===== src/rtl/fetch_stage.sv =====
// RV32I instruction fetch stage: owns the PC, issues word fetches with credit-based
// flow control, and buffers returned instructions with their PCs for decode.
module fetch_stage #(
  parameter logic [31:0] RESET_PC   = 32'h0000_0000,
  parameter int          FIFO_DEPTH = 4
) (
  input  logic        clk,
  input  logic        reset_n,
  output logic        imem_req_valid,
  input  logic        imem_req_ready,
  output logic [31:0] imem_req_addr,
  input  logic        imem_rsp_valid,
  input  logic [31:0] imem_rsp_data,
  input  logic        redirect_valid,
  input  logic [31:0] redirect_pc,
  output logic        if_id_valid,
  input  logic        if_id_ready,
  output logic [31:0] if_id_instruction,
  output logic [31:0] if_id_pc,
  output logic [0:0]  state_dbg
);

  localparam int             PW      = $clog2(FIFO_DEPTH);
  localparam int             CW      = PW + 1;
  localparam logic [CW-1:0]  DEPTH_C = CW'(FIFO_DEPTH);
  localparam logic [31:0]    NOP     = 32'h0000_0013;
  localparam logic [0:0]     ST_RESET = 1'b0;
  localparam logic [0:0]     ST_RUN   = 1'b1;

  logic [0:0]    state;
  logic [31:0]   pc;
  logic [CW-1:0] outstanding, outstanding_next, drop_cnt, fifo_count, live;
  logic [CW:0]   credit_sum;
  logic [PW-1:0] rd_ptr, wr_ptr, tag_rd, tag_wr;
  logic [31:0]   data_mem [FIFO_DEPTH];
  logic [31:0]   pc_mem   [FIFO_DEPTH];
  logic [31:0]   tag_mem  [FIFO_DEPTH];
  logic          accept, push, pop, drop, fifo_empty, fifo_full;

  // Handshakes: a transfer happens on a rising edge where valid && ready; requests may
  // be withdrawn by a redirect before acceptance, everything else holds until taken.
  assign live       = outstanding - drop_cnt;
  assign credit_sum = {1'b0, fifo_count} + {1'b0, live};
  assign fifo_empty = (fifo_count == '0);
  assign fifo_full  = (fifo_count == DEPTH_C);

  assign imem_req_valid = (state == ST_RUN) && (outstanding < DEPTH_C) &&
                          (credit_sum < {1'b0, DEPTH_C}) && !redirect_valid;
  assign imem_req_addr  = pc;
  assign accept         = imem_req_valid && imem_req_ready;

  assign drop = imem_rsp_valid && (drop_cnt != '0);
  assign push = imem_rsp_valid && (drop_cnt == '0) && !redirect_valid;

  assign if_id_valid       = !fifo_empty && !redirect_valid;
  assign pop               = if_id_valid && if_id_ready;
  assign if_id_instruction = fifo_empty ? NOP   : data_mem[rd_ptr];
  assign if_id_pc          = fifo_empty ? 32'h0 : pc_mem[rd_ptr];

  assign outstanding_next = outstanding + CW'(accept) - CW'(imem_rsp_valid);
  assign state_dbg        = state;

  always_ff @(posedge clk or negedge reset_n) begin
    if (!reset_n) begin
      state       <= ST_RESET;
      pc          <= RESET_PC;
      outstanding <= '0;
      drop_cnt    <= '0;
      fifo_count  <= '0;
      rd_ptr      <= '0;
      wr_ptr      <= '0;
      tag_rd      <= '0;
      tag_wr      <= '0;
    end else begin
      state       <= ST_RUN;
      outstanding <= outstanding_next;
      if (redirect_valid) begin
        // Everything still in flight after this edge belongs to the wrong path.
        pc         <= redirect_pc & 32'hFFFF_FFFC;
        drop_cnt   <= outstanding_next;
        fifo_count <= '0;
        rd_ptr     <= '0;
        wr_ptr     <= '0;
        tag_rd     <= tag_wr;
      end else begin
        if (accept) begin
          pc     <= pc + 32'd4;
          tag_wr <= tag_wr + PW'(1);
        end
        if (drop) drop_cnt <= drop_cnt - CW'(1);
        if (push) begin
          wr_ptr <= wr_ptr + PW'(1);
          tag_rd <= tag_rd + PW'(1);
        end
        if (pop) rd_ptr <= rd_ptr + PW'(1);
        fifo_count <= fifo_count + CW'(push) - CW'(pop);
      end
    end
  end

  always_ff @(posedge clk) begin
    if (accept) tag_mem[tag_wr] <= pc;
    if (push) begin
      data_mem[wr_ptr] <= imem_rsp_data;
      pc_mem[wr_ptr]   <= tag_mem[tag_rd];
    end
  end

  push_into_full: assert property (@(posedge clk) disable iff (!reset_n) !(push && fifo_full));

endmodule


===== config.mk =====
export PLATFORM = sky130hd
export DESIGN_NAME = fetch_stage
export DESIGN_NICKNAME = d
export VERILOG_FILES = /design/src/rtl/fetch_stage.sv
export SDC_FILE = /design/constraint.sdc
export NUM_CORES = 1
export LEC_CHECK = 0
export ABC_AREA = 1
export BUFFER_PORTS_ARGS = -buffer_cell sky130_fd_sc_hd__buf_2
export CORE_MARGIN = 3
export CORE_UTILIZATION = 44
export CTS_BUF_LIST = sky130_fd_sc_hd__clkbuf_4
export CTS_CLUSTER_SIZE = 25
export DETAILED_ROUTE_END_ITERATION = 12
export PLACE_DENSITY = 0.61
export SETUP_SLACK_MARGIN = 0.3
export SLEW_MARGIN = 20
export SYNTH_ARGS = -nofsm -noshare
export SYNTH_HDL_FRONTEND = slang
export SYNTH_SLANG_ARGS = --single-unit

===== constraint.sdc =====
create_clock -name clk -period 4.4 [get_ports clk]
set_input_delay 0 -clock clk [delete_from_list [all_inputs] [get_ports clk]]
set_output_delay 0 -clock clk [all_outputs]
set_load 0.01 [all_outputs]

Word-level counts from Yosys, hierarchy flattened
Memory sizes are Yosys's and may differ from the RTL's. Cells that the tools add are included.

$lt $le $gt $ge: 2. Add/sub/neg operators: 12. Bitwise logic cells: 1. Reduce and logical (&&, ||, !) cells: 19. Muxes and demuxes: 17.

Operators by type and width (number): 2-to-1 mux 32 bit (4); adder 32 x 3 -> 32 bit (second input constant) (1); 2-to-1 mux 2 bit (6); logical AND 1 bit (9); 2-to-1 mux 3 bit (3); adder 2 x 1 -> 2 bit (second input constant) (4); nonzero test 2 bit (4); adder 3 x 1 -> 3 bit (2); logical NOT 3 bit (2); subtractor 3 x 1 -> 3 bit (2); adder 3 x 3 -> 4 bit (1); < comparator 4 x 3 -> 1 bit (second input constant) (1); 2-to-1 mux 1 bit (4); < comparator 3 bit (second input constant) (1); nonzero test 3 bit (1); subtractor 3 x 1 -> 3 bit (second input constant) (1); subtractor 3 bit (1); logical NOT 1 bit (2); AND reduction 2 bit (1); inverter 1 bit (1).

Memories kept: 3. Word-level logic and storage cells: 63. Flip-flop bits (word level): 50. Output and inout bits: 99. Bits in writable memories: 384.

Memories: data_mem (depth 4, bits a word 32, rd ports 1, clocked after Yosys merged registers in 0, wr ports 1, RTL line 35) `logic [31:0] data_mem [FIFO_DEPTH];`; pc_mem (depth 4, bits a word 32, rd ports 1, clocked after Yosys merged registers in 0, wr ports 1, RTL line 36) `logic [31:0] pc_mem [FIFO_DEPTH];`; tag_mem (depth 4, bits a word 32, rd ports 1, clocked after Yosys merged registers in 0, wr ports 1, RTL line 37) `logic [31:0] tag_mem [FIFO_DEPTH];`.

Longest topological paths before layout
Word-level depth: 9. Mapped depth: 19. Gate-level depth less buffers: 18.

Least setup slack after synthesis
No wires, ideal clock.

Path kind: register -> register. Start point: register drop_cnt[1]. End point: memory data_mem[0][0], enable pin. Setup time: 0.482 ns. Slack: 0.431 ns. Arrival: 3.486 ns. Path buffers: 0. Cell stages (with the launch flop): 5. Cells stage by stage: dfrtp_1 inv_1 ha_1 nand4_2 nor2_1.

Word-level cells in the longest chain between the ends: 5.

RTL lines: start, declared (RTL line 32) `logic [CW-1:0] outstanding, outstanding_next, drop_cnt, fifo_count, live;`; start signal, assigned (RTL line 80) `drop_cnt <= outstanding_next;`; start signal, assigned (RTL line 90) `if (drop) drop_cnt <= drop_cnt - CW'(1);`; logical NOT 3 bit (RTL line 53) `assign push = imem_rsp_valid && (drop_cnt == '0) && !redirect_valid;`; logical AND 1 bit (2 in series) (RTL line 53); 2-to-1 mux 1 bit (RTL line 103) `if (push) begin`; 2-to-1 mux 1 bit (not written as such) (RTL line 104) `data_mem[wr_ptr] <= imem_rsp_data;`; end, declared (RTL line 35).

Every way passes these cells.

Final worst setup path
Start point: register outstanding[0]. End point: register drop_cnt[2].

Word-level cells in the longest chain between the ends: 9. Elaborated cells on any way between the ends: 11. Those cells by class: 4 x add/sub; 2 x order compare; 1 x mux; 4 x reduce/logical.

RTL lines: start, declared (RTL line 32); start signal, assigned (RTL line 76) `outstanding <= outstanding_next;`; subtractor 3 bit (RTL line 42) `assign live = outstanding - drop_cnt;`; adder 3 x 3 -> 4 bit (RTL line 43) `assign credit_sum = {1'b0, fifo_count} + {1'b0, live};`; < comparator 4 x 3 -> 1 bit (RTL line 48) `(credit_sum < {1'b0, DEPTH_C}) && !redirect_valid;`; logical AND 1 bit (RTL line 47) `assign imem_req_valid = (state == ST_RUN) && (outstanding < DEPTH_C) &&`; logical AND 1 bit (RTL line 48); logical AND 1 bit (RTL line 50) `assign accept = imem_req_valid && imem_req_ready;`; adder 3 x 1 -> 3 bit * (RTL line 60) `assign outstanding_next = outstanding + CW'(accept) - CW'(imem_rsp_valid);`; subtractor 3 x 1 -> 3 bit * (RTL line 60); net outstanding_next[2] (RTL line 32); 2-to-1 mux 3 bit * (RTL line 77) `if (redirect_valid) begin`.

The timed path passes the listed nets; every way through them passes the cells marked *. A chain may end at the register's enable or synchronous reset.

==> flow_summary.yaml <==
clock_tree:
  cts-root-buf: "clkbuf_4"
  clk_pin_slew_ns: 0.07
  clkSinkCount: 416
  cts_tree: "yes"
  cts_setup_buffers: 0
  cts.htree.levels: 3
  clk-insertion-delay-late_ns: 0.77
  cts_buffers: 106
  clockBufferDepth: 3
route:
  antenna_left: 0
  wl_per_cell_um: 16.4
  routed_wirelength_mm: 41.8
  drc_errors: 0
  drt_pre_antenna_iters: 5
  vias: 12700
  via_per_inst: 4.97
  drtIter0Drc: 763
power:
  power_density_nw_per_um2: 526
  pwr-share-clk_pct: 27.4
  p_leak_nw: 8.49
  power_mw: 11.6
  switching_power_mw: 3.98
  combPwrFrac_pct: 28.5
  p_int_mw: 7.59
  vdd_drop_max_mv: 0.375
  p_seq_share_pct: 44.1
  switching_share_pct: 34.4
final_layout:
  drive_above_1_share_pct: 18.5
  utilization_pct: 56.4
  nNetsFinal: 2045
  areaGrowthSynthToFinish_pct: 25.7
  fillCellCount: 3256
global_routing:
  use_met1_pct: 26.7
  grt_util_all_layers_pct: 20.1
  grt_util_met2_pct: 32.7
  antenna_found_initial: 2
  grt_pass1_vias: 12800
  gr-total-overflow: 0
  busiest_layer: "met2"
  met3_usage_pct: 4.24
  grt_pass1_wl_mm: 66.5
  grt_max_degree: 107
floorplan:
  pin_count: 169
  core_area_um2: 39000
  start_util_pct: 44.9
  dieArea_um2: 42200
  die_h_um: 206
  core.rowCount: 72
  die_width_um: 206
sta:
  setup_violations: 0
  maxSlewHeadroom_pct: 30.1
  finClkSkew_ns: 0.0530
  rsz0062_at_grt: "no"
  fmax_ghz: 0.283
  worstMarginPinSlew_ns: 1.05
  tns_ns: 0
  period_needed_ns: 3.54
  hold_violations: 0
  slew_viol_final: 0
  period_share_pct: 80.4
placed_design:
  port_buffers: 162
  post-dp-hpwl_mm: 22.9
  gp_congestion: 0.799
critical_path:
  start_kind: "flop"
  path_class: "flop to flop"
  worst_ep_required_time_ns: 5.09
  crit_fanout: 23
  worstPathArrival_ns: 4.23
  critPathCaptureType: "flop"
hold_path:
  hold_path_class: "input port to flop"
synth:
  yosys_warnings: 0
  syn_inst: 1560
  synth.area.top_cells: "edfxtp_1 (63%), nor2_1 (7.9%), dfrtp_1 (6.9%)"
  synth.cell_area_um2: 17500
  synth_top_area_share_pct: 63.1
  yosysTopAreaCell: "edfxtp_1"
  synth_cell_types: 37
  synth_area_per_cell_um2: 11.2
  ys_seq_area_share_pct: 70.0
  ys_seq_elements: 416
run:
  drv_cap: 0
run_status:
  outcome: "complete, no violations"
## Yosys cell counts, drive strengths merged
| cell | count |
|---|---|
| fa | 3 |
| nand3 | 60 |
| clkbuf | 46 |
| nor2 | 372 |
| nand2 | 206 |
| nor3 | 1 |
| o21bai | 4 |
| o31ai | 1 |
| o22ai | 30 |
| a21boi | 1 |
| buf | 36 |
| o211ai | 3 |
| xor2 | 8 |
| clkinv | 4 |
| o311ai | 3 |
| dfrtp | 48 |
| edfxtp | 368 |
| xnor2 | 8 |
| ha | 18 |
| o21ai | 192 |
| nand4 | 2 |
| inv | 81 |
| a21oi | 63 |
| conb | 2 |
## metrics by stage
stage          hold WS, ns  area [um^2]  instances  setup slack [ns]
6_report             0.189        22000       2554             0.862
3_5_place_dp         0.176        18800       2180             0.851
5_1_grt              0.187        22000       2554             0.564
3_3_place_gp         0.162        18800       2180             0.897
2_1_floorplan       -0.296        17500       1563             0.431
4_1_cts              0.104        22000       2550             0.829
## kinds of logic after synthesis
logic type | Yosys count | synth area share, %
simple gates | 641 | 14.5
flops | 416 | 70.0
compound gates | 297 | 8.89
buf+inv | 167 | 4.17
fa+ha+maj | 21 | 1.63
xor+xnor | 16 | 0.800
other cells | 2 | 0.0429
## registers in the layout, summed over array words and instances (netlist names)
signal         flops
data_mem         128
drop_cnt           3
fifo_count         3
imem_req_addr     30
outstanding        3
pc_mem           120
rd_ptr             2
state_dbg          1
tag_mem          120
tag_rd             2
tag_wr             2
wr_ptr             2
## repair_timing
action                                  in CTS  in global routing
endpoints found under the hold margin      240                  0
endpoints found under the setup margin       0                  0
hold buffers                               184                  0
resized for setup                            0                  0
## power by group through the flow
stage	Combinational [mW]	Sequential, mW	Clock (mW)
2_1_floorplan	2.06	5.07	0
3_3_place_gp	3.08	5.17	0
3_5_place_dp	3.14	5.18	0
4_1_cts	3.33	5.10	3.28
5_1_grt	3.71	5.14	3.51
6_report	3.30	5.10	3.17
## cell type report
type | instances | area (um^2) | area share (%)
multi-input cells | 980 | 4580 | 20.8
flip-flops and latches | 416 | 12300 | 55.7
clock buffers | 157 | 1180 | 5.35
inverters | 85 | 320 | 1.46
well taps | 518 | 648 | 2.94
clock inverters | 29 | 155 | 0.705
repair buffers | 365 | 2860 | 13.0
diodes | 4 | 10.0 | 0.0455
## path summary, 6_finish.rpt
kind | depth (start not counted) | slack (ns) | endpoint | from
min in group asynchronous | 4 | 0.42 | outstanding[0]$_DFF_PN0_ | reset_n
max in group asynchronous | 4 | 3.46 | rd_ptr[0]$_DFFE_PN0P_ | reset_n
worst min-delay path | 5 | 0.19 | rd_ptr[1]$_DFFE_PN0P_ | if_id_ready
worst min register to register | 1 | 0.53 | outstanding[0]$_DFF_PN0_ | outstanding[0]$_DFF_PN0_
worst max-delay path | 18 | 0.86 | drop_cnt[2]$_DFFE_PN0P_ | outstanding[0]$_DFF_PN0_
worst max register to register | 18 | 0.86 | drop_cnt[2]$_DFFE_PN0P_ | outstanding[0]$_DFF_PN0_
## layout by cell type (no fill, tap or decap), types with 2 or more instances in the layout
master	n
fa_1	3
buf_12	5
nand3_1	59
nand2_4	2
nor2_4	6
diode_2	4
o22ai_1	30
clkbuf_4	157
o211ai_1	3
buf_4	14
nand2_2	2
dlygate4sd3_1	184
conb_1	5
inv_2	6
nor2_1	359
buf_2	162
o21ai_0	191
edfxtp_1	368
xnor2_1	8
dfrtp_1	46
inv_1	77
ha_1	18
a21oi_1	63
nand2_1	202
o21bai_1	4
xor2_1	8
o311ai_0	2
clkinv_2	6
clkinv_1	21
nor2_2	7
## routing by layer
| layer | up-vias | wire [um] |
|---|---|---|
| li1 | 6221 | - |
| met4 | 0 | 731 |
| met2 | 393 | 19900 |
| met3 | 66 | 2610 |
| met1 | 6026 | 18600 |
| met5 | - | 0 |
## critical path, stage by stage (launching register included)
cell and delay [ns]:
dfrtp_1 0.38, inv_1 0.06, ha_1 0.14, inv_1 0.05, fa_1 0.38, xnor2_1 0.18, xor2_1 0.16, ha_1 0.24
inv_1 0.06, nand3_2 0.09, nor2_4 0.14, nand2_4 0.20, ha_1 0.35, inv_1 0.04, ha_1 0.18, fa_1 0.38
xor2_1 0.20, nand2_1 0.07, a21boi_0 0.17
Note: power is estimated with default switching activity, not from simulation.
